**config.mk**
```make
export PLATFORM = sky130hd
export DESIGN_NAME = mips_fetch_stage
export DESIGN_NICKNAME = d
export VERILOG_FILES = /design/src/rtl/mips_fetch_stage.sv
export SDC_FILE = /design/constraint.sdc
export NUM_CORES = 1
export LEC_CHECK = 0
export ABC_CLOCK_PERIOD_IN_PS = 10000
export CORE_MARGIN = 2
export CORE_UTILIZATION = 50
export DETAILED_ROUTE_END_ITERATION = 10
export PLACE_DENSITY_LB_ADDON = 0.25
export SYNTH_ARGS = -nofsm -noshare
export SYNTH_HDL_FRONTEND = slang
export SYNTH_SLANG_ARGS = --single-unit
```
**constraint.sdc**
```tcl
create_clock -name clk -period 10 [get_ports clk]
set_clock_uncertainty 0.15 [all_clocks]
set_input_delay 2 -clock clk [delete_from_list [all_inputs] [get_ports clk]]
set_output_delay 2 -clock clk [all_outputs]
set_load 0.02 [all_outputs]
```
**src/rtl/mips_fetch_stage.sv**
```systemverilog
// MIPS instruction fetch stage: PC, synchronous imem requests, small instruction FIFO, branch redirect.
// Optional macro FETCH_BYPASS_EN presents a response arriving into an empty FIFO combinationally.
module mips_fetch_stage #(
  parameter logic [31:0] RESET_PC = 32'h0000_0000,
  parameter int          AW       = 6,
  parameter int          DEPTH    = 2
) (
  input  logic          clk,
  input  logic          reset,
  output logic          imem_req,
  output logic [AW-1:0] imem_addr,
  input  logic [31:0]   imem_rdata,
  input  logic          redirect,
  input  logic [31:0]   redirect_pc,
  input  logic          dec_ready,
  output logic          instr_valid,
  output logic [31:0]   instr,
  output logic [31:0]   pcplus4
);

  localparam int PW = (DEPTH > 1) ? $clog2(DEPTH) : 1;
  localparam int CW = PW + 1;

  logic [31:0]   pc;
  logic [31:0]   fifo_instr [DEPTH];
  logic [31:0]   fifo_pc4   [DEPTH];
  logic [PW-1:0] head;
  logic [PW-1:0] tail;
  logic [CW-1:0] count;
  logic          inflight;
  logic [31:0]   tag;
  logic          discard;

  logic          fifo_empty;
  logic          rsp_valid;
  logic          bypass;
  logic          pop;
  logic          fifo_pop;
  logic          push;
  logic [CW-1:0] occupancy;
  logic [31:0]   target;

  assign fifo_empty = (count == '0);
  // A response is usable only if it was not issued before a redirect.
  assign rsp_valid  = inflight & ~discard & ~redirect;

`ifdef FETCH_BYPASS_EN
  assign bypass = fifo_empty & rsp_valid;
`else
  assign bypass = 1'b0;
`endif

  assign instr_valid = ~redirect & (~fifo_empty | bypass);
  assign pop         = instr_valid & dec_ready;
  assign fifo_pop    = pop & ~bypass;
  assign push        = rsp_valid & ~(bypass & dec_ready);

  always_comb begin
    instr   = '0;
    pcplus4 = '0;
    if (~redirect & ~fifo_empty) begin
      instr   = fifo_instr[head];
      pcplus4 = fifo_pc4[head];
    end else if (bypass) begin
      instr   = imem_rdata;
      pcplus4 = tag;
    end
  end

  // Reserve a FIFO slot for every outstanding request so a response always fits.
  assign occupancy = count - CW'(pop) + CW'(inflight);
  assign imem_req  = reset & ~redirect & (occupancy < CW'(DEPTH));
  assign imem_addr = pc[AW+1:2];
  assign target    = redirect_pc & 32'hFFFF_FFFC;

  always_ff @(posedge clk or negedge reset) begin
    if (!reset) begin
      pc       <= RESET_PC;
      inflight <= 1'b0;
      tag      <= '0;
      discard  <= 1'b0;
    end else if (redirect) begin
      pc       <= target;
      inflight <= 1'b0;
      discard  <= inflight;
    end else begin
      discard  <= 1'b0;
      inflight <= imem_req;
      if (imem_req) begin
        tag <= pc + 32'd4;
        pc  <= pc + 32'd4;
      end
    end
  end

  always_ff @(posedge clk or negedge reset) begin
    if (!reset) begin
      head  <= '0;
      tail  <= '0;
      count <= '0;
    end else if (redirect) begin
      head  <= '0;
      tail  <= '0;
      count <= '0;
    end else begin
      if (push)     tail <= tail + 1'b1;
      if (fifo_pop) head <= head + 1'b1;
      count <= count + CW'(push) - CW'(fifo_pop);
    end
  end

  for (genvar gi = 0; gi < DEPTH; gi++) begin : g_entry
    always_ff @(posedge clk) begin
      if (push && (tail == PW'(gi))) begin
        fifo_instr[gi] <= imem_rdata;
        fifo_pc4[gi]   <= tag;
      end
    end
  end

endmodule

```
==> Word level (Yosys, flattened, before mapping) <==
Memories as Yosys holds them, arrays and structs flattened.
Cells that the tools add are included.
{ "totals": {"ff_bits": 70, "ramBits": 128, "word_cells": 57, "memories": 2, "mem_bits_ro": 0, "inputBits": 68, "latch_bits": 0} }
{ "memory_table": {"columns": ["memory", "words", "word_bits", "rd", "rd_ports_with_merged_regs", "wr", "line", "source"], "rows": [
  ["fifo_instr", 2, 32, 1, 0, 1, "25", "logic [31:0] fifo_instr [DEPTH];"],
  ["fifo_pc4", 2, 32, 1, 0, 1, "26", "logic [31:0] fifo_pc4 [DEPTH];"]
]} }
{ "classes": {"order_cmp": 1, "shifts": 0, "n_mux": 21, "addsub": 7, "n_eq_ne": 0, "n_div": 0, "multipliers": 0, "bitwise_logic": 10, "n_reduce_logical": 9} }
{ "op_table": {"columns": ["op", "n"], "rows": [
  ["32-bit two-way mux", 6],
  ["32-bit OR reduction", 2],
  ["32-bit by 3-bit adder with 32-bit output, second input constant", 1],
  ["1-bit two-way mux", 14],
  ["1-bit AND", 6],
  ["2-bit nonzero test", 3],
  ["2-bit by 1-bit adder with 2-bit output", 2],
  ["1-bit inverter", 4],
  ["2-bit by 1-bit subtractor with 2-bit output", 2],
  ["1-bit adder, second input constant", 2],
  ["1-bit logical AND", 2],
  ["2-bit zero test", 1],
  ["2-bit < comparator, second input constant", 1],
  ["2-bit two-way mux", 1],
  ["2-bit AND reduction", 1]
]} }

==> Depth between registers and ports, before layout <==
Gate-level depths: netlist of run 1.
{ "depth": {"word_depth": 10, "mapped_depth": 11, "mapped_depth_nobuf": 10} }

==> Least setup slack after synthesis of run 1 <==
OpenSTA, ideal clock, no wires.
{ "synth_timing": {"path_kind": "in2reg", "start": "input port redirect", "end": "memory fifo_instr[0][0], enable pin", "arrival_time_ps": 4970, "setup_slack_ps": 4398, "setup_time_ps": 482, "path_stages": 3, "required_ps": 9368, "cell_sequence": "clkbuf_1 nand2b_1 nor2_1"} }
{ "synth_between": {"elab_chain_len": 7, "word_cells_on_any_way": 11} }
{ "synth_rtl": {"columns": ["item", "line", "source"], "rows": [
  ["from (decl)", "13", "input logic redirect,"],
  ["1-bit inverter (no source line) (*)", null, null],
  ["1-bit AND (*)", "45", "assign rsp_valid = inflight & ~discard & ~redirect;"],
  ["1-bit logical AND", "114", "if (push && (tail == PW'(gi))) begin"],
  ["1-bit two-way mux", "114", null],
  ["1-bit two-way mux (implied by the code)", "115", "fifo_instr[gi] <= imem_rdata;"],
  ["32-bit OR reduction (no source line)", null, null],
  ["1-bit two-way mux (no source line)", null, null],
  ["to (decl)", "25", null]
]} }
Every way passes the cells marked *; elsewhere a longest branch is shown, timed or not.

==> Final worst setup path of run 1 <==
{ "layout_timing": {"start": "input port reset", "end": "output port imem_req"} }
{ "layout_between": {"elab_chain_len": 2} }
{ "layout_rtl": {"columns": ["item", "line", "source"], "rows": [
  ["from (decl)", "9", "input logic reset,"],
  ["1-bit AND (2 in a row)", "72", "assign imem_req = reset & ~redirect & (occupancy < CW'(DEPTH));"],
  ["to (decl)", "10", "output logic imem_req,"]
]} }
Every way passes these cells.

==> results of run 1 <==
==> synth_stat cells <==
| cell type | count |
|---|---|
| edfxtp_1 | 124 |
| nor2_1 | 79 |
| dfrtp_1 | 66 |
| mux2i_1 | 65 |
| nand2_1 | 43 |
| xnor2_1 | 36 |
| mux2_2 | 30 |
| clkbuf_1 | 25 |
| o21ai_0 | 25 |
| xor2_1 | 19 |
| nor3_1 | 18 |
| nor4_1 | 13 |
| nand3_1 | 11 |
| inv_1 | 10 |
| buf_4 | 8 |
| nand4_1 | 8 |
| buf_1 | 7 |
| nand2b_1 | 7 |
| o31a_1 | 7 |
| buf_2 | 5 |
| and3_1 | 4 |
| and4_1 | 4 |
| nor2b_1 | 4 |
| or2_2 | 4 |
| ha_1 | 3 |
| a2111oi_2 | 2 |
| o21ai_1 | 2 |
| or4_1 | 2 |
| a2111oi_0 | 1 |
| a2111oi_4 | 1 |
| a21boi_0 | 1 |
| a21o_1 | 1 |
| a22oi_1 | 1 |
| a31o_2 | 1 |
| and2_1 | 1 |
| conb_1 | 1 |
| nand3_2 | 1 |
| nand3b_1 | 1 |
| nand4b_1 | 1 |
| nand4bb_1 | 1 |
| nor3b_1 | 1 |
| nor4b_1 | 1 |
| or3_4 | 1 |
| or4_4 | 1 |
==> metal layers <==
metal  up-vias  part of all wire, %  GRT usage (%)  wire [um]
met4         0                  1.5          7.033        255
met3        21                  4.4          4.300        750
met2       145                   49          32.70       8334
met5         -                    0              0          0
li1       2541                    -              -          -
met1      2643                   46          26.35       7799
==> path summary, 6_finish.rpt <==
path | to | slack, ns | cells after the start
setup / recovery | imem_req | 3.37 | 7
hold / removal | fifo_pc4[1][28] | 0.32 | 0
setup reg to reg | tag[16] | 7.35 | 6
hold reg to reg | fifo_pc4[1][28] | 0.32 | 0
max in group asynchronous | head | 7.38 | 2
min in group asynchronous | tag[16] | 1.60 | 2
==> sequential cells by signal (all words and copies together), names as in the netlist <==
signal / count
fifo_instr: 64
fifo_pc4: 60
pc: 30
tag: 30
count: 2
discard: 1
head: 1
inflight: 1
tail: 1
==> critical path: cells and delay by family <==
family,cells,cell delay (ns)
AOI/OAI and AO/OA,1,0.40
buffers and inverters,4,1.44
and+or+nand+nor,2,0.57
==> stage by stage <==
stage | cell area (sq um) | hold WS [ns] | power, uW
2_1_floorplan | 8413 | 0.2882 | 1124
3_3_place_gp | 9898 | 0.2997 | 1219
3_5_place_dp | 9898 | 0.3043 | 1231
4_1_cts | 10490 | 0.3239 | 1900
5_1_grt | 10490 | 0.3335 | 1953
6_report | 10490 | 0.3190 | 1885
==> layout make-up <==
type                       count  area share [%]
multi-input combinational    403           26.82
timing repair buffer         142           13.29
clock inverter                15           1.563
clock buffer                  17           4.056
tap                          220           2.625
sequential                   190           51.29
inverter                      10          0.3579
==> report_power, final <==
| group | switching (uW) | internal (uW) | leakage [uW] |
|---|---|---|---|
| clock | 298 | 373 | 0.000285 |
| combinational | 113 | 126 | 0.00142 |
| sequential | 62.9 | 913 | 0.00193 |
| total | 474 | 1410 | 0.00363 |
==> logic make-up after synthesis <==
logic type,after synthesis,synth area share [%]
xor gates and xnor gates,55,5.728
other,1,0.04459
AOI/OAI and AO/OA,42,3.497
and+or+nand+nor,206,11.72
buffers and inverters,55,2.887
muxes,95,11.75
DFF,190,63.92
adders and majority gates,3,0.4464
==> impl_results.md, run 1 <==
* Status: finished clean
* Reg2reg start: inflight
* Number of remaining DRC errors at 0
* Synth unique cells at 44
* Slew Limit Fails at 0
* Yosys reg bits at between 150 and 200
* Syn Inst Count at 647
* Hpwl dp at about 11 mm
* Minimum clock period at 6.633 ns
* PnR worst setup slack at 3.367 ns
* Initial core utilization at approximately 51%
* Multi-input combinational cell area at 2813 sq um
* Syn Area/Cell at 13.00 sq um
* Share of layout cells above drive strength 1 at 10.94%
* Tightest Pin Transition at 1.149 ns
* Post-route ant nets at 0
* Final design utilization at 63.47%
* Min-delay src: tag[28]
* WL final at 17.14 mm
* Antenna cells at 0
* Tcrit/Tclk final at between 60% and 70%
* CP Launch Point: reset
* Setup bufs post-CTS at 0
* Drt first-iter violations at 362
* Area Overhead vs Synth at 24.71%
* Die Y at around 130 um
* Longest Clk Path Bufs at 2
* Via density at 5.366
* Worst VDD drop at 0.1300 mV
* Power per cell area at 179.7 nW/um^2
* Pre-CTS setup slack at 3.322 ns
* Post-CTS Hold Buffers at 0
* Largest cells by area after synthesis: edfxtp_1 44%, dfrtp_1 20%, mux2i_1 7.7%
* Vias in the first global route at 5365
* Initial antenna violation count at 0
* CP peak stage delay at 0.66 ns
* Critical Path Fanout Max at 71
* Setup CP Type: input pin to output port
* Core area at 16520 sq um
* Leak at 0.003634 uW
* Post-cts resize count at 0
* Yosys top cell area share at 44.28%
* RSZ-0062 raised after global routing: no
* Die area at 17870 sq um
* Syn Std Cell Area at roughly 8400 sq um
* Final Hold Violating Endpoints at 0
* First-pass GRT wire length at between 20 and 30 mm
* DP Cell Count at 965
* Critical path cell sequence: buf_2, buf_4, inv_1, a31o_2, or2_2, nor2_2, clkdlybuf4s50_1
* Drt pass-1 iters at 5
* Post-Route Setup TNS at 0 ns
* WP data required at a little under 8 ns
* Most frequent cells in the layout: 133 x clkdlybuf4s50_1, 124 x edfxtp_1, 76 x nor2_1
* Num CTS Buffers at 17
* Clock transition at the registers of the reported paths at 0.07 ns
* Hold/Removal Path Class: flop to flop
* Wire per inst at 17.19 um
* Slowest cell on the critical path: buf_4
* Synthesis Warnings at 0
* WP data arrival at 4.48 ns
* Via count at between 5000 and 6000
* Sequential Area at 5379 sq um
* Root Buffer: clkbuf_16
* Commonest non-fill, non-tap cell in the layout: clkdlybuf4s50_1
* # IOs at 140
* CP Launch Type: input pin
* GRT Util Overall at 19.89%
* GRT overflow at 0
* CTS tree: yes
* Clk Latency, worst-skew pair at roughly 0.43 ns
* Layout Cells excl Fill at around 1000
* Slew Limit Headroom at between 20% and 30%
* Final setup fails at 0
* # rows at 47
* Crit. End Element: output port
* PortBufs at approximately 140
* Die Span X at ~130 um
* Sequential fraction of the synthesis area at 63.92%
* CTS HTree Levels at 4
* Number of fill cells at 1252
* MaxCap Viol Count at 0
* # clock sinks at 190
* Routability congestion estimate at 0.8146
* Final net count at 835
* Pin count of the biggest net entering global routing at 72
* Cell taking the most area after synthesis: edfxtp_1
* Max Freq at 0.1508 GHz
No activity file was read; power rests on OpenSTA's default activity.
==> run 2, diff against run 1 <==
ABC_CLOCK_PERIOD_IN_PS = 5360   (was 10000)
CORE_UTILIZATION = 48   (was 50)
clock period = 5.36 ns   (was 10 ns; I/O delays follow)
==> impl_results.md, run 2 (synthesis gave the netlist of run 1 again) <==
* Routability congestion estimate at about 0.83
* Pre-CTS setup slack at between 0.8 and 0.9 ns
* Status: finished clean
* Post-route ant nets at 0
* Tcrit/Tclk final at 83.91%
* Commonest non-fill, non-tap cell in the layout: clkdlybuf4s50_1
* Reg2reg start: count[1]
* Most frequent cells in the layout: 133 x clkdlybuf4s50_1, 124 x edfxtp_1, 76 x nor2_1
* Wire per inst at between 15 and 20 um
* Core area at 17240 sq um
* WP data arrival at 3.28 ns
* Via density at 5.290
* Antenna cells at 0
* Post-CTS Hold Buffers at 0
* Most frequent cell on the critical path: clkdlybuf4s50_1
* Max reg flops at 64
* Initial core utilization at about half
* Clk Latency, worst-skew pair at 0.43 ns
* Number of remaining DRC errors at 0
* MaxCap Viol Count at 0
* Vias in the first global route at 5301
* Regs by FF count: fifo_instr x64, fifo_pc4 x60
* Die area at 18590 sq um
* Die Y at between 100 and 150 um
* Final setup fails at 0
* Worst Hold Endpoint: fifo_pc4[1][6]
* Worst R2R End: count[0]
* Post-Route Setup TNS at 0 ns
* Switching share of power at 24.55%
* CP peak stage delay at 0.62 ns
* Critical path buffers and inverters at 2
* Num CTS Buffers at 17
* GRT Util Overall at 18.86%
* PnR worst setup slack at roughly 0.86 ns
* Dpl cell area at 9927 sq um
* Share of total power in the clock network at 34.9%
* Setup bufs post-CTS at 0
* Power per cell area at 331.6 nW/um^2
* R2R Setup Slk at 2.52 ns
* CTS tree: yes
* Pin count of the biggest net entering global routing at 70
* Max Freq at 0.2224 GHz
* Clock transition at the registers of the reported paths at 0.06 ns
* DP Cell Count at 973
* RSZ-0062 raised after global routing: no
* Die Span X at 136.4 um
* Layout Cells excl Fill at ~1000
* Worst hold stages at 0
* WP data required at a little over 4 ns
* Drt first-iter violations at 301
* Hpwl dp at 11.33 mm
* Crit. End Element: output port
* Cell Int Power at 2626 uW
* Gate power share at 12.8%
* CP Launch Type: input pin
* GRT overflow at 0
* First-pass GRT wire length at 26.89 mm
* Final Hold Violating Endpoints at 0
* Final Cell Area at 10500 sq um
* WL final at 16.96 mm
* Sequential share of power at between 50% and 60%
* Tightest Pin Transition at 1.167 ns
* Top reg by flops: fifo_instr
* Post-cts resize count at 0
* Minimum clock period at 4.497 ns
* P_sw at ~850 uW
* PortBufs at 135
* Setup CP Type: input pin to output port
* Longest Clk Path Bufs at 2
* Final net count at between 800 and 900
* Worst R2R Path Depth at 10
* Drt pass-1 iters at 5
* CTS HTree Levels at 4
* Slowest cell on the critical path: clkdlybuf4s50_1
* Leak at 0.003645 uW
* # rows at 48
* Root Buffer: clkbuf_16
* Critical path cell sequence: clkdlybuf4s50_1, nand2b_1, a31o_2, or2_2, nor2_2, clkdlybuf4s50_1
* # IOs at 140
* Slew Limit Fails at 0
* Family with the most delay on the worst path: buffers and inverters
* Hold/Removal Path Class: flop to flop
* Share of layout cells above drive strength 1 at 11.03%
* Critical Path Fanout Max at 21
* Worst VDD drop at about 0.23 mV
* Initial antenna violation count at 0
* Area Overhead vs Synth at 24.83%
* Min-delay src: tag[6]
* # clock sinks at 190
* Via count at between 5000 and 6000
* Slew Limit Headroom at roughly 22%
-- run 2: cell count changes in the layout (fill, tap and decap cells not counted), sizes merged --
cell	delta
clkinvlp	-1
buf	+3
inv	-1
clkbuf	+1
clkinv	+1
-- run 2: final cells by class --
type | count | area [sq um]
Fill cell | 1379 | 6739
Sequential cell | 190 | 5379
Multi-Input combinational cell | 403 | 2813
Timing Repair Buffer | 145 | 1416
Clock buffer | 18 | 429.2
Tap cell | 225 | 281.5
Clock inverter | 14 | 141.4
Inverter | 10 | 37.54
-- run 2: per-layer routing --
metal	global-route usage, %	vias to the layer above	wire, um
met3	3.691	19	1066
met1	24.99	2596	7471
met2	31.27	164	8177
li1	-	2537	-
met5	0	-	0
met4	6.366	0	248
-- run 2: how the worst max path moves through the flow --
stage | from | endpoint | slack [ns] | cells after the start
4_1_cts | dec_ready | imem_req | 0.85 | 6
3_5_place_dp | dec_ready | imem_req | 0.85 | 6
5_1_grt | dec_ready | imem_req | 0.77 | 6
3_3_place_gp | dec_ready | imem_req | 0.87 | 6
2_1_floorplan | redirect | fifo_instr[0][0] | 0.69 | 3
6_report | dec_ready | imem_req | 0.86 | 6
-- run 2: stage by stage --
step                      util, %  power [uW]  hold slack [ns]
after detailed placement    57.59        2301           0.3109
after floorplan                 -        2098           0.2882
after global placement      57.59        2280           0.2987
after global routing        60.90        3614           0.3333
after CTS                   60.90        3515           0.3266
final                       60.90        3481           0.3189
-- run 2: worst reg2reg max path, stage by stage (launching register included) --
cell and delay, ns:
dfrtp_1 0.45, nor2_1 0.13, or2_2 0.45, buf_4 0.50, inv_1 0.16, nand2_1 0.13
inv_1 0.05, ha_1 0.26, inv_1 0.04, ha_1 0.26, nor2b_1 0.13
-- run 2: power by group through the flow --
| stage | registers (uW) | clock network, uW | logic (uW) |
|---|---|---|---|
| after floorplan | 1790 | 0 | 306 |
| after global placement | 1840 | 0 | 438 |
| after detailed placement | 1850 | 0 | 449 |
| after CTS | 1820 | 1240 | 451 |
| after global routing | 1840 | 1290 | 484 |
| final | 1820 | 1210 | 444 |
==> run 3, diff against run 2 <==
ABC_CLOCK_PERIOD_IN_PS = 4050   (was 5360)
clock period = 4.05 ns   (was 5.36 ns; I/O delays follow)
==> impl_results.md, run 3 (synthesis gave the netlist of run 1 again) <==
* Grt met1 use at between 20% and 30%
* Post-cts resize count at 0
* First-pass GRT wire length at 27.24 mm
* CP Launch Point: dec_ready
* Final setup fails at 0
* Num CTS Buffers at 17
* Status: finished clean
* Clock transition at the registers of the reported paths at 0.07 ns
* Hold slack final at 0.3179 ns
* M2 GR Usage at roughly 32%
* MaxCap Viol Count at 0
* # rows at 48
* Via count at 5337
* Number of remaining DRC errors at 0
* Total power at 4550 uW
* Via density at 5.305
* Setup CP Type: input pin to output port
* Vias in the first global route at between 5000 and 6000
* Final Cell Area at 10510 sq um
* CTS tree: yes
* Slew Limit Headroom at roughly two fifths
* DP Cell Count at 974
* Die area at 18590 sq um
* Slew Limit Fails at 0
* Commonest non-fill, non-tap cell in the layout: clkdlybuf4s50_1
* Post-route ant nets at 0
* # clock sinks at 190
* Die Y at 136.4 um
* Final net count at 839
* Setup bufs post-CTS at 0
* Reg2reg start: pc[17]
* CTS HTree Levels at 4
* RSZ-0062 raised after global routing: no
* Final Hold Violating Endpoints at 0
* Clk Latency, worst-skew pair at ~0.43 ns
* Tcrit/Tclk final at roughly 90%
* Worst R2R Path Depth at 5
* Longest Clk Path Bufs at 2
* Power per cell area at 432.8 nW/um^2
* Most frequent cells in the layout: 133 x clkdlybuf4s50_1, 124 x edfxtp_1, 76 x nor2_1
* Hpwl dp at 11.44 mm
* GRT busiest layer: met2
* WP data arrival at between 2 and 3 ns
* # IOs at 140
* Die Span X at 136.4 um
* Minimum clock period at approximately 3.7 ns
* Share of layout cells above drive strength 1 at about 11%
* R2R Setup Slk at 1.47 ns
* Crit. End Element: output port
* Setup crit end: imem_req
* Critical Path Fanout Max at 8
* Top reg by flops: fifo_instr
* Initial antenna violation count at 0
* Hold/Removal Path Class: flop to flop
* Regs by FF count: fifo_instr x64, fifo_pc4 x60
* Max reg flops at 64
* CP Launch Type: input pin
* Drt pass-1 iters at 4
* Routability congestion estimate at 0.8312
* Met3 usage at under 10%
* GRT overflow at 0
* Leak at 0.003641 uW
* Pin count of the biggest net entering global routing at 71
* Worst R2R End: pc[26]
* Post-CTS Hold Buffers at 0
* Tightest Pin Transition at 0.8989 ns
* Max Freq at 0.2676 GHz
* PortBufs at roughly 140
* Drt first-iter violations at 294
* Area Overhead vs Synth at 25.00%
* Initial core utilization at 48.79%
* Wire per inst at between 15 and 20 um
* Root Buffer: clkbuf_16
* GRT Util Overall at between 10% and 20%
* Dpl cell area at 9960 sq um
* Worst VDD drop at around 0.29 mV
* Core area at 17240 sq um
* WP data required at 3.09 ns
* WL final at 17.14 mm
* Antenna cells at 0
* Layout Cells excl Fill at 1006
[run 3: how the worst min path moves through the flow]
stage / from / to / slack (ns) / cells after the start
detailed placement: tag[23] / fifo_pc4[1][23] / 0.31 / 0
finish: tag[21] / fifo_pc4[0][21] / 0.32 / 0
global placement: tag[19] / fifo_pc4[1][19] / 0.30 / 0
global route: tag[29] / fifo_pc4[0][29] / 0.34 / 0
floorplan: tag[10] / fifo_pc4[0][10] / 0.29 / 0
CTS: tag[30] / fifo_pc4[0][30] / 0.32 / 0
[run 3: per-stage QoR]
step | TNS (ns) | setup WS [ns] | util, %
2_1_floorplan | -44.88 | -0.3620 | -
5_1_grt | 0 | 0.1815 | 60.98
4_1_cts | 0 | 0.2982 | 60.98
3_3_place_gp | 0 | 0.3167 | 57.78
3_5_place_dp | 0 | 0.3000 | 57.78
6_report | 0 | 0.3135 | 60.98
[run 3: layout make-up]
cell class | instances | area [sq um]
clock buffers | 21 | 440.4
clock inverters | 11 | 111.4
fillers | 1332 | 6725
inverters | 10 | 37.54
multi-input cells | 403 | 2813
flip-flops and latches | 190 | 5379
well taps | 225 | 281.5
repair buffers | 146 | 1449
[run 3: where the power goes]
| part | total, uW | internal (uW) | switching, uW |
|---|---|---|---|
| clock network | 1550 | 855 | 691 |
| registers | 2390 | 2250 | 139 |
| logic | 610 | 315 | 295 |
| total | 4550 | 3420 | 1130 |
[run 3: metal layers]
metal | part of all wire (%) | up-vias
met4 | 1.0 | 0
met1 | 45 | 2626
met5 | 0 | -
met2 | 49 | 159
li1 | - | 2539
met3 | 5.3 | 13
[run 3: worst max-delay path, cell delays in order]
cell,delay [ns]
clkdlybuf4s50_1,0.51
nand2b_1,0.09
a31o_2,0.26
or2_2,0.36
nor2_2,0.12
clkdlybuf4s50_1,0.62
